==> config.mk <==
export PLATFORM = sky130hd
export DESIGN_NAME = fir_mac_sequencer
export DESIGN_NICKNAME = d
export VERILOG_FILES = /design/src/rtl/fir_pkg.sv /design/src/rtl/fir_coef_rom.sv /design/src/rtl/fir_mac_sequencer.sv
export SDC_FILE = /design/constraint.sdc
export NUM_CORES = 1
export LEC_CHECK = 0
export ABC_AREA = 1
export CORE_MARGIN = 2
export CORE_UTILIZATION = 50
export DETAILED_ROUTE_END_ITERATION = 8
export PLACE_DENSITY = 0.7
export SLEW_MARGIN = 10
export SYNTH_ARGS = -nofsm -noshare
export SYNTH_HDL_FRONTEND = slang
export SYNTH_SLANG_ARGS = --single-unit
==> constraint.sdc <==
create_clock -name clk_in -period 12.3 [get_ports clk_in]
set_clock_uncertainty 0.2 [all_clocks]
set_input_delay 2.46 -clock clk_in [delete_from_list [all_inputs] [get_ports clk_in]]
set_output_delay 2.46 -clock clk_in [all_outputs]
set_load 0.03 [all_outputs]
==> src/rtl/fir_pkg.sv <==
// Shared types and constants for the time-multiplexed decimating FIR.
// The default coefficient set is a symmetric Q1.15 low-pass whose taps sum to unity gain.
package fir_pkg;

    localparam int unsigned DEF_TAPS      = 16;
    localparam int unsigned DEF_DECIM     = 4;
    localparam int unsigned DEF_COEF_FRAC = 15;
    localparam int unsigned SAMPLE_W      = 16;
    localparam int unsigned COEF_W        = 16;
    localparam int unsigned ACC_W         = 32 + $clog2(DEF_TAPS);

    typedef enum logic [1:0] {
        IDLE,
        LOAD,
        MAC,
        ROUND
    } fir_state_t;

    localparam logic signed [COEF_W-1:0] COEFS [DEF_TAPS] = '{
        16'sd256,  16'sd512,  16'sd1024, 16'sd1536,
        16'sd2304, 16'sd3072, 16'sd3584, 16'sd4096,
        16'sd4096, 16'sd3584, 16'sd3072, 16'sd2304,
        16'sd1536, 16'sd1024, 16'sd512,  16'sd256
    };

    // Flattened form lets a build pass an alternative set through a plain packed parameter.
    function automatic logic [DEF_TAPS*COEF_W-1:0] pack_coefs();
        logic [DEF_TAPS*COEF_W-1:0] flat;
        flat = '0;
        for (int unsigned i = 0; i < DEF_TAPS; i++) begin
            flat[i*COEF_W +: COEF_W] = COEFS[i];
        end
        return flat;
    endfunction

    localparam logic [DEF_TAPS*COEF_W-1:0] COEFS_FLAT = pack_coefs();

endpackage

==> src/rtl/fir_coef_rom.sv <==
// Combinational tap-index to coefficient lookup; the table arrives as a flattened
// parameter (tap 0 in the low bits) so each build can swap the coefficient set.
module fir_coef_rom
    import fir_pkg::*;
#(
    parameter int unsigned                   TAPS       = DEF_TAPS,
    parameter logic [TAPS*COEF_W-1:0]        COEF_TABLE = COEFS_FLAT
) (
    input  logic [$clog2(TAPS)-1:0]  tap_idx,
    output logic signed [COEF_W-1:0] coef
);

    always_comb begin
        coef = COEF_TABLE[tap_idx*COEF_W +: COEF_W];
    end

endmodule

==> src/rtl/fir_mac_sequencer.sv <==
// Decimating FIR built around one shared multiply-accumulate: every sample enters the
// circular history, but only every DECIM-th sample launches the TAPS-cycle tap loop.
module fir_mac_sequencer
    import fir_pkg::*;
#(
    parameter int unsigned            TAPS       = DEF_TAPS,
    parameter int unsigned            DECIM      = DEF_DECIM,
    parameter int unsigned            COEF_FRAC  = DEF_COEF_FRAC,
    parameter logic [TAPS*COEF_W-1:0] COEF_TABLE = COEFS_FLAT
) (
    input  logic        clk_in,
    input  logic        rst_in,
    input  logic [15:0] audio_in,
    input  logic        audio_sample_valid,
    output logic [15:0] dec_output,
    output logic        dec_output_ready,
    output logic        busy,
    output logic        overrun
);

    localparam int unsigned IDX_W = $clog2(TAPS);
    localparam int unsigned DC_W  = (DECIM > 1) ? $clog2(DECIM) : 1;
    localparam int unsigned MAC_W = 32 + IDX_W;

    localparam logic signed [MAC_W-1:0] RND_BIAS = MAC_W'(64'd1 << (COEF_FRAC - 1));
    localparam logic signed [MAC_W-1:0] SAT_MAX  = MAC_W'((64'd1 << (SAMPLE_W - 1)) - 64'd1);
    localparam logic signed [MAC_W-1:0] SAT_MIN  = ~SAT_MAX;

    fir_state_t state_q, state_d;

    logic signed [SAMPLE_W-1:0] hist [TAPS];
    logic [IDX_W-1:0]           wr_ptr;
    logic [IDX_W-1:0]           newest;
    logic [IDX_W-1:0]           tap_idx;
    logic [IDX_W-1:0]           rd_idx;
    logic [DC_W-1:0]            decim_cnt;
    logic signed [MAC_W-1:0]    acc;

    logic signed [SAMPLE_W-1:0] pend_data;
    logic                       pend_full;

    logic                       in_valid;
    logic signed [SAMPLE_W-1:0] in_data;
    logic                       last_of_group;

    logic                       take_sample;
    logic                       acc_clr;
    logic                       mac_en;
    logic                       round_en;

    logic signed [SAMPLE_W-1:0]        tap_sample;
    logic signed [COEF_W-1:0]          tap_coef;
    logic signed [SAMPLE_W+COEF_W-1:0] product;
    logic signed [MAC_W-1:0]           acc_rounded;
    logic [SAMPLE_W-1:0]               round_out;

    fir_coef_rom #(
        .TAPS       (TAPS),
        .COEF_TABLE (COEF_TABLE)
    ) u_coef_rom (
        .tap_idx (tap_idx),
        .coef    (tap_coef)
    );

    // The pending slot always has priority over a fresh strobe arriving in the same cycle.
    always_comb begin
        in_valid      = pend_full | audio_sample_valid;
        in_data       = pend_full ? pend_data : $signed(audio_in);
        last_of_group = (decim_cnt == DC_W'(DECIM - 1));
    end

    always_ff @(posedge clk_in or posedge rst_in) begin
        if (rst_in) begin
            state_q <= IDLE;
        end else begin
            state_q <= state_d;
        end
    end

    always_comb begin
        state_d = state_q;
        unique case (state_q)
            IDLE:    if (in_valid && last_of_group) state_d = LOAD;
            LOAD:    state_d = MAC;
            MAC:     if (tap_idx == IDX_W'(TAPS - 1)) state_d = ROUND;
            ROUND:   state_d = IDLE;
            default: state_d = IDLE;
        endcase
    end

    always_comb begin
        busy        = (state_q != IDLE);
        take_sample = (state_q == IDLE) && in_valid;
        acc_clr     = (state_q == LOAD);
        mac_en      = (state_q == MAC);
        round_en    = (state_q == ROUND);
    end

    always_ff @(posedge clk_in or posedge rst_in) begin
        if (rst_in) begin
            for (int unsigned i = 0; i < TAPS; i++) begin
                hist[i] <= '0;
            end
            wr_ptr    <= '0;
            newest    <= '0;
            decim_cnt <= '0;
        end else if (take_sample) begin
            hist[wr_ptr] <= in_data;
            newest       <= wr_ptr;
            wr_ptr       <= wr_ptr + IDX_W'(1);
            decim_cnt    <= last_of_group ? '0 : decim_cnt + DC_W'(1);
        end
    end

    // One-deep skid for a sample that lands while the tap loop owns the datapath.
    always_ff @(posedge clk_in or posedge rst_in) begin
        if (rst_in) begin
            pend_data <= '0;
            pend_full <= 1'b0;
            overrun   <= 1'b0;
        end else if (busy) begin
            if (audio_sample_valid) begin
                if (!pend_full) begin
                    pend_data <= $signed(audio_in);
                    pend_full <= 1'b1;
                end else begin
                    overrun <= 1'b1;
                end
            end
        end else if (pend_full) begin
            if (audio_sample_valid) begin
                pend_data <= $signed(audio_in);
            end else begin
                pend_full <= 1'b0;
            end
        end
    end

    always_comb begin
        rd_idx     = newest - tap_idx;
        tap_sample = hist[rd_idx];
        product    = tap_sample * tap_coef;
    end

    always_ff @(posedge clk_in or posedge rst_in) begin
        if (rst_in) begin
            acc     <= '0;
            tap_idx <= '0;
        end else if (acc_clr) begin
            acc     <= '0;
            tap_idx <= '0;
        end else if (mac_en) begin
            acc     <= acc + MAC_W'(product);
            tap_idx <= tap_idx + IDX_W'(1);
        end
    end

    always_comb begin
        acc_rounded = (acc + RND_BIAS) >>> COEF_FRAC;
        if (acc_rounded > SAT_MAX) begin
            round_out = SAT_MAX[SAMPLE_W-1:0];
        end else if (acc_rounded < SAT_MIN) begin
            round_out = SAT_MIN[SAMPLE_W-1:0];
        end else begin
            round_out = acc_rounded[SAMPLE_W-1:0];
        end
    end

    always_ff @(posedge clk_in or posedge rst_in) begin
        if (rst_in) begin
            dec_output       <= '0;
            dec_output_ready <= 1'b0;
        end else begin
            dec_output_ready <= round_en;
            if (round_en) begin
                dec_output <= round_out;
            end
        end
    end

endmodule

==> out/qor.yml <==
worst_setup_path:
  cp_max_fo: 83
  max_stage_delay_ns: 1.39
  cp_common_cell: "nand2_1"
  cp-start-kind: "register"
  crit_required_ns: 12.52
  cp_slowest_cell: "fa_4"
  path_class: "register to register"
  endpoint_kind: "register"
  arrival_ns: 8.72
  rrSetupSlack_ns: 3.80
sta:
  relSlewSlack_pct: 24.89
  worstMarginPinSlew_ns: 1.119
  period_needed_ns: 8.500
  rsz0062_at_grt: "false"
  hold_viol: 0
  tns_ns: 0
  final-setup-viol-count: 0
  drv_slew: 0
  period_share_pct: 69.11
  fmax_mhz: 117.6
floorplanning:
  coreArea_sq_um: 40550
  initial_core_util_pct: 50.35
  die_w_um: 206.1
  rows: 74
  die_h_um: 206.1
  die_area_sq_um: 42470
  pin_count: 38
clock_network:
  cts_root_buf: "clkbuf_16"
  htreeDepth: 2
  clkTransAtPathRegs_ns: 0.06
  ctsLongestPathBuffers: 3
  cts_resized: 0
  post_cts_buffers: 0
  cts.sinks: 335
  clock_latency_ns: 0.57
  cts_buffers: 37
  cts_tree: "built"
  cts_hold_buf: 0
route:
  ant_nets: 0
  num_vias: 17118
  vias_per_cell: 5.622
  post-route-drc-count: 0
  drt-total-wl_um: 54260
  wl_per_cell_um: 17.82
  drt_iter0_markers: 1403
  firstDrtPassIters: 7
final_layout:
  area_growth_pct: 9.229
  fin_util_pct: 54.99
  layout_common_cells: "nand2_1 (756), o21ai_0 (393), dfrtp_1 (335)"
  insertedDiodeCount: 0
  nets: 2699
  drive_gt1_share_pct: 4.855
  layout_commonest_cell: "nand2_1"
synth:
  synthesis.nets: 2735
  syn_inst: 2524
  synth_xor_area_share_pct: 1.066
  synth_edf_count: 0
  yosys.area_share.adder_pct: 14.56
  synth.cell_area_sq_um: 20420
  muxShareOfSynthArea_pct: 0.09805
  yosysUniqueCellTypes: 46
  syn_avg_cell_area_sq_um: 8.089
  synth_top_family_by_area: "simple AND/OR/NAND/NOR gates"
  ys_seq_area_share_pct: 41.06
  yosys_warnings: 0
  synth-main-ff-cell: "dfrtp_1"
  synth_simple_gate_area_share_pct: 19.03
  ys_ff_latch: 335
  synth-async-reset-ratio_pct: 100.0
  synth-compound-area-share_pct: 17.10
grt:
  antenna_found_initial: 0
  grt_pass1_vias: 16467
  track_usage_pct: 26.22
  grt_max_degree: 115
  grt_pass1_wl_um: 87440
  overflow: 0
worst_hold_path:
  min-delay-path-class: "register to register"
outcome:
  status: "finished clean"
flow_run:
  max_cap_violations: 0
place:
  dpl.hpwl_um: 35670
  portBuffers: 37
  gp_congestion: 0.9198
## routing by layer
metal	track usage [%]	share of wire (%)	vias to the layer above	wire length (um)
li1	-	-	8190	-
met1	34.53	43	8275	23500
met2	43.46	47	528	25700
met3	3.122	5.1	125	2782
met4	12.09	4.2	0	2265
met5	0	0	-	0
## metrics by stage
stage	hold WS, ns	area, sq um	setup WS, ns	std cells
finish	0.2553	22300	3.800	3045
global route	0.2699	22300	3.251	3045
CTS	0.2557	22300	3.836	3045
detailed placement	0.2469	21150	3.865	2981
global placement	0.2410	21150	3.942	2981
floorplan	0.2459	20420	0.3585	2524
## state kept, by name, indices dropped and copies added, names as in the netlist
name and flops:
hist 256, acc 28, dec_output 16, pend_data 16, newest 4, tap_idx 4
wr_ptr 4, decim_cnt 2, state_q 2, dec_output_ready 1, overrun 1, pend_full 1
## path summary, 6_finish.rpt
| kind | start | to | cells after the start |
|---|---|---|---|
| max | tap_idx[0] | acc[35] | 29 |
| min | overrun | overrun | 1 |
| max reg2reg | tap_idx[0] | acc[35] | 29 |
| min reg2reg | overrun | overrun | 1 |
| max in group asynchronous | rst_in | hist[118] | 3 |
| min in group asynchronous | rst_in | acc[11] | 2 |
## cell usage after synthesis (2+ instances only)
cell	instances	area, sq um
a21boi_0	2	15.01
a21o_1	2	15.01
a21oi_1	112	560.5
a21oi_2	10	87.58
a22o_1	3	26.28
a32o_1	32	320.3
a32oi_1	30	262.8
buf_1	2	7.510
buf_2	21	105.1
buf_6	2	22.52
clkbuf_1	116	435.4
clkinv_1	3	11.26
dfrtp_1	335	8383
fa_1	76	1521
ha_1	116	1451
inv_1	219	822.0
inv_2	9	33.78
mux2i_1	2	20.02
nand2_1	756	2838
nand2_2	5	31.28
nand3_1	31	155.2
nand3_2	2	20.02
nand4_1	26	162.7
nor2_1	136	510.5
nor2_2	3	18.77
nor2_4	5	56.30
nor3_1	10	50.05
nor4_1	2	12.51
o211ai_1	4	30.03
o21a_1	2	15.01
o21ai_0	393	1967
o21ai_1	8	40.04
o21bai_1	6	45.04
o22ai_1	8	50.05
o32ai_1	3	26.28
xnor2_1	5	43.79
xor2_1	18	157.7
## layout make-up
class                           count  area [sq um]
Timing Repair Buffer               67         595.6
Clock inverter                     10         133.9
Tap cell                          532         665.6
Fill cell                        3748         18250
Sequential cell                   335          8383
Clock buffer                       54          1020
Inverter                          231         875.8
Multi-Input combinational cell   1816         10630
## cell families after synthesis
| kind of cell | after synthesis |
|---|---|
| simple gates | 980 |
| compound gates | 618 |
| buf+inv | 373 |
| flops | 335 |
| fa+ha+maj | 192 |
| xor+xnor | 24 |
| mux | 2 |
## critical path: cells and delay by family (launching register included)
kind	cells	cell delay [ns]
and+or+nand+nor	10	1.19
DFF	1	0.51
adders and majority gates	9	4.54
buffers and inverters	5	0.89
AOI/OAI and AO/OA	5	0.95
Power is not shown: default switching activity piles up to over one toggle a cycle in this logic, so the estimate is an artifact.
